## src/rtl/dac_serial_tx.sv

```systemverilog
// Requantizes 32-bit filter samples to 16-bit codes and shifts them out MSB-first to a serial DAC.
// Capture-to-cs_n-low is 2 cycles; one-deep holding register, samples arriving while full are dropped (ovf).
module dac_serial_tx #(
    parameter int SHIFT   = 8,
    parameter int CLK_DIV = 2
) (
    input  logic               clk,
    input  logic               reset,
    input  logic signed [31:0] yn,
    input  logic               yn_valid,
    output logic               ready,
    output logic               dac_cs_n,
    output logic               dac_sclk,
    output logic               dac_sdo,
    output logic               ovf,
    output logic               sat
);

    typedef enum logic [1:0] {
        ST_IDLE,
        ST_SETUP,
        ST_SHIFT,
        ST_HOLD
    } state_t;

    localparam int DIV_W = $clog2(2 * CLK_DIV);
    localparam logic [DIV_W-1:0] DIV_MID = DIV_W'(CLK_DIV - 1);
    localparam logic [DIV_W-1:0] DIV_END = DIV_W'(2 * CLK_DIV - 1);
    // Half-LSB rounding constant; evaluates to zero when SHIFT is zero.
    localparam logic signed [32:0] ROUND = (33'sd1 <<< SHIFT) >>> 1;

    state_t           state_q, state_d;
    logic             full_q, full_d;
    logic [15:0]      hold_q, hold_d;
    logic [15:0]      shreg_q, shreg_d;
    logic [3:0]       bit_cnt_q, bit_cnt_d;
    logic [DIV_W-1:0] div_q, div_d;
    logic             cs_n_q, cs_n_d;
    logic             sclk_q, sclk_d;
    logic             sdo_q, sdo_d;
    logic             ovf_q, ovf_d;
    logic             sat_q, sat_d;
    logic             ready_q, ready_d;

    logic signed [32:0] yn_ext;
    logic signed [32:0] sum;
    logic signed [32:0] q;
    logic [15:0]        code;
    logic               clip;
    logic               load;

    assign yn_ext = {yn[31], yn};
    assign sum    = yn_ext + ROUND;
    assign q      = sum >>> SHIFT;

    always_comb begin
        code = q[15:0];
        clip = 1'b0;
        if (q > 33'sd32767) begin
            code = 16'h7FFF;
            clip = 1'b1;
        end else if (q < -33'sd32768) begin
            code = 16'h8000;
            clip = 1'b1;
        end
    end

    assign load = (state_q == ST_IDLE) && full_q;

    always_comb begin
        state_d   = state_q;
        full_d    = full_q;
        hold_d    = hold_q;
        shreg_d   = shreg_q;
        bit_cnt_d = bit_cnt_q;
        div_d     = div_q;
        cs_n_d    = cs_n_q;
        sclk_d    = sclk_q;
        sdo_d     = sdo_q;
        ovf_d     = 1'b0;
        sat_d     = 1'b0;

        case (state_q)
            ST_IDLE: begin
                if (full_q) begin
                    state_d   = ST_SETUP;
                    shreg_d   = hold_q;
                    cs_n_d    = 1'b0;
                    sdo_d     = hold_q[15];
                    sclk_d    = 1'b0;
                    bit_cnt_d = 4'd0;
                    div_d     = '0;
                end
            end
            ST_SETUP: begin
                state_d = ST_SHIFT;
                div_d   = '0;
            end
            ST_SHIFT: begin
                if (div_q == DIV_END) begin
                    div_d  = '0;
                    sclk_d = 1'b0;
                    if (bit_cnt_q == 4'd15) begin
                        state_d = ST_HOLD;
                        cs_n_d  = 1'b1;
                        sdo_d   = 1'b0;
                    end else begin
                        shreg_d   = {shreg_q[14:0], 1'b0};
                        sdo_d     = shreg_q[14];
                        bit_cnt_d = bit_cnt_q + 4'd1;
                    end
                end else begin
                    if (div_q == DIV_MID) begin
                        sclk_d = 1'b1;
                    end
                    div_d = div_q + DIV_W'(1);
                end
            end
            ST_HOLD: begin
                state_d = ST_IDLE;
            end
            default: begin
                state_d = ST_IDLE;
            end
        endcase

        // A sample landing on the same edge the holder empties into the shifter is accepted.
        if (load) begin
            full_d = 1'b0;
        end
        if (yn_valid) begin
            if (!full_q || load) begin
                hold_d = code;
                full_d = 1'b1;
                sat_d  = clip;
            end else begin
                ovf_d = 1'b1;
            end
        end

        ready_d = !full_d;
    end

    always_ff @(posedge clk) begin
        if (reset) begin
            state_q   <= ST_IDLE;
            full_q    <= 1'b0;
            hold_q    <= 16'h0000;
            shreg_q   <= 16'h0000;
            bit_cnt_q <= 4'd0;
            div_q     <= '0;
            cs_n_q    <= 1'b1;
            sclk_q    <= 1'b0;
            sdo_q     <= 1'b0;
            ovf_q     <= 1'b0;
            sat_q     <= 1'b0;
            ready_q   <= 1'b1;
        end else begin
            state_q   <= state_d;
            full_q    <= full_d;
            hold_q    <= hold_d;
            shreg_q   <= shreg_d;
            bit_cnt_q <= bit_cnt_d;
            div_q     <= div_d;
            cs_n_q    <= cs_n_d;
            sclk_q    <= sclk_d;
            sdo_q     <= sdo_d;
            ovf_q     <= ovf_d;
            sat_q     <= sat_d;
            ready_q   <= ready_d;
        end
    end

    assign ready    = ready_q;
    assign dac_cs_n = cs_n_q;
    assign dac_sclk = sclk_q;
    assign dac_sdo  = sdo_q;
    assign ovf      = ovf_q;
    assign sat      = sat_q;

endmodule

```

## config.mk

```make
export PLATFORM = sky130hd
export DESIGN_NAME = dac_serial_tx
export DESIGN_NICKNAME = d
export VERILOG_FILES = /design/src/rtl/dac_serial_tx.sv
export SDC_FILE = /design/constraint.sdc
export NUM_CORES = 1
export LEC_CHECK = 0
export BUFFER_PORTS_ARGS = -buffer_cell sky130_fd_sc_hd__buf_4
export CORE_UTILIZATION = 59
export CTS_BUF_LIST = sky130_fd_sc_hd__clkbuf_8
export CTS_CLUSTER_SIZE = 16
export DETAILED_ROUTE_END_ITERATION = 12
export GPL_ROUTABILITY_DRIVEN = 0
export PLACE_DENSITY_LB_ADDON = 0.05
export REMOVE_ABC_BUFFERS = 1
export SYNTH_ARGS = -nofsm -noshare
export SYNTH_HDL_FRONTEND = slang
export SYNTH_SLANG_ARGS = --single-unit
```

## constraint.sdc

```tcl
create_clock -name clk -period 2.96 [get_ports clk]
set_input_delay 0.592 -clock clk [delete_from_list [all_inputs] [get_ports clk]]
set_output_delay 0.592 -clock clk [all_outputs]
set_load 0.01 [all_outputs]
```

==> results.toml <==
[hold_path]
min-delay-start = "div_q[1]$_SDFFE_PP0P_"
hold_path_end = "div_q[1]$_SDFFE_PP0P_"
holdPathStages = 2
hold_class = "register to register"

[route]
finalWirelength_um = 5382
drcViolationCount = 0
vias_per_cell = 5.882
initialDrtViolationCount = 86
drt_pass1_iterations = 6
antenna_left = 0
via_count = 2300
wl_per_cell_um = 13.76

[synth]
syn_area_um2 = 2639
synth-main-ff-cell = "dfxtp_1"
synth-warning-count = 0
yosysSeqAreaShare_pct = 34.90
synthTopCellsByArea = "dfxtp_1 (35%), nor2_1 (7.3%), mux2i_1 (6.4%)"
synth.ff_latch_count = 46
synth_largest_area_cell = "dfxtp_1"
synthArstFlopShare_pct = 0
synth_top_area_share_pct = 34.90
synth_cells = 305
synth_cell_types = 48
syn_avg_cell_area_um2 = 8.652
synth_edf_count = 0

[cells_and_area]
multiInputGateArea_um2 = 1613
layout.nets = 382
seq_area_um2 = 920.9
fin_area_um2 = 3085
diodes = 0
post-route-util_pct = 74.46
area.growth.synth_to_final_pct = 16.93
fillers = 337
drive_gt1_share_pct = 20.82

[worst_setup_path]
arrival_ns = 2.67
worst-path-buf-inv = 2
critPathLaunchType = "input pin"
cp_max_fo = 15
worstReg2RegEnd = "shreg_q[1]$_SDFFE_PP0P_"
crit_chain = "buf_4 -> ha_1 -> nand4_1 -> or3_4 -> or3_4 -> xnor2_2 -> a31oi_2 -> buf_4 -> o21a_1 -> a211oi_2"
ff2ff_setup_slack_ns = 0.56
cp-end-kind = "register"
required_ns = 3.20
crit_path_top_delay_cell = "or3_4"
critPathMaxStageDelay_ns = 0.39
timing.critical_path.from = "yn[7]"
critical_path_class = "input pin to register"
r2r-start = "state_q[0]$_SDFFE_PP0P_"
ff2ff_path_depth = 7
critPathTopFamily = "simple AND/OR/NAND/NOR gates"

[floorplan]
die_x_um = 68.88
die_y_um = 68.88
io_pins = 41
core_region_area_um2 = 4144
dieArea_um2 = 4744
start_util_pct = 63.68
rows = 23

[global_route]
grt_usage_pct = 25.15
grt_first_pass_wirelength_um = 8866
grt_max_degree = 45
overflow = 0
first_global_vias = 2075
grt_antenna_before_repair = 0

[clock_tree]
htree_levels = 2
post_cts_resized = 0
cts_tree = "built"
cts-root-buf = "clkbuf_8"
ctsHoldBuffers = 0
clkTransAtPathRegs_ns = 0.09
insertion_delay_ns = 0.31
cts_setup_buffers = 0
cts_buffers = 5
cts_sinks = 46
cts_buffer_depth = 2

[placed_design]
dpl_cell_area_um2 = 2973
hpwl_um = 3877
detailedPlace.worstSlack_ns = 0.1974
port_buffers = 33

[sta]
tns_ns = 0
worst_slew_pin_slew_ns = 0.7257
setup_viol = 0
fin_crit_sh_pct = 82.41
period_needed_ns = 2.439
clock_skew_ns = 0.003452
slew_violations = 0
fmax_ghz = 0.4099
hold_viol = 0
setup_ws_ns = 0.5206
rsz0062_at_grt = "no"
slew_headroom_pct = 51.62

[power_and_ir_drop]
vdd_drop_max_uv = 334.7
power_density_nw_per_um2 = 614.6
total_power_mw = 1.896
p_leak_nw = 1.127

[job]
maxCapViolCount = 0

[outcome]
status = "finished clean"
final cells by class:
type	count	share of cell area [%]
Timing Repair Buffer	44	11.11
Inverter	9	1.095
Clock buffer	5	2.230
Multi-Input combinational cell	234	52.27
Clock inverter	3	1.419
Tap cell	50	2.028
Sequential cell	46	29.85
report_power, final:
group | leakage (nW) | switching [mW] | total (mW) | internal (mW)
sequential | 0.379 | 0.0666 | 0.803 | 0.736
clock | 0.0585 | 0.222 | 0.475 | 0.253
combinational | 0.689 | 0.354 | 0.619 | 0.265
total | 1.13 | 0.642 | 1.90 | 1.25
through the flow:
stage,cells,hold WS [ns]
4_1_cts,391,0.5031
5_1_grt,391,0.5332
6_report,391,0.4993
3_5_place_dp,383,0.4933
3_3_place_gp,383,0.4841
2_1_floorplan,289,0.4600
state kept, by name (all words and copies together), names as in the netlist:
| name | count |
|---|---|
| bit_cnt_q | 4 |
| dac_cs_n | 1 |
| dac_sclk | 1 |
| dac_sdo | 1 |
| div_q | 2 |
| full_q | 1 |
| hold_q | 16 |
| ovf | 1 |
| ready | 1 |
| sat | 1 |
| shreg_q | 15 |
| state_q | 2 |
worst max path at each step:
stage | slack (ns) | cells after the start | end
floorplan | 0.11 | 8 | hold_q[0]$_SDFFE_PP0P_
global placement | 0.20 | 10 | hold_q[3]$_SDFFE_PP0P_
detailed placement | 0.20 | 10 | hold_q[0]$_SDFFE_PP0P_
CTS | 0.51 | 10 | hold_q[0]$_SDFFE_PP0P_
global route | 0.27 | 7 | shreg_q[3]$_SDFFE_PP0P_
finish | 0.52 | 10 | hold_q[1]$_SDFFE_PP0P_
layer usage:
layer	up-vias	global-route usage (%)	wire, µm
met4	0	12.50	113
li1	1179	-	-
met3	11	4.605	129
met5	-	0	0
met2	40	43.69	2625
met1	1070	29.33	2513
cells in the final DEF, fill, tap and decap left out, drive strengths merged, types with 2 or more instances in the layout:
cell type,count
nor3,3
buf,44
nor2b,3
dfxtp,46
and3,5
nand2,13
or4,2
nor3b,4
or2,2
and4,2
a22oi,2
o21a,13
nand4,6
mux2i,17
o21ai,7
inv,10
ha,7
a31oi,2
clkbuf,5
a311oi,4
nor2,51
a211oi,26
or3,2
nand3,12
and2,2
xnor2,12
xor2,5
nand2b,8
a21oi,8
nor4,6
cell usage after synthesis (2+ instances only):
cell,instances
a211oi_1,17
a211oi_2,9
a21oi_1,8
a22oi_1,2
a311oi_1,4
and2_1,2
and3_1,5
and4_1,2
buf_1,2
clkbuf_1,12
dfxtp_1,46
ha_1,7
inv_1,9
mux2i_1,17
nand2_1,13
nand2b_1,8
nand3_1,11
nand4_1,5
nor2_1,51
nor2b_1,3
nor3_1,3
nor3b_1,4
nor4_1,5
o21a_1,13
o21ai_0,7
or2_2,2
or3_4,2
or4_1,2
xnor2_1,11
xor2_1,5
worst min-delay path, cell delays in order (launching register included):
cell and delay [ns]:
dfxtp_1 0.33, o21ai_0 0.07, a21oi_1 0.06
cell families (layout without fill, tap and decap cells):
kind of cell,Yosys count,in the layout,synth area share [%]
flip-flops,46,46,34.90
adder cells (fa/ha/maj),7,7,3.319
multiplexers,18,18,6.875
XOR/XNOR,17,17,5.927
AO/OA/AOI/OAI,71,71,21.24
AND/OR/NAND/NOR,121,121,23.75
buffers and inverters,25,61,3.983
Power figures use the tool's default switching activity.
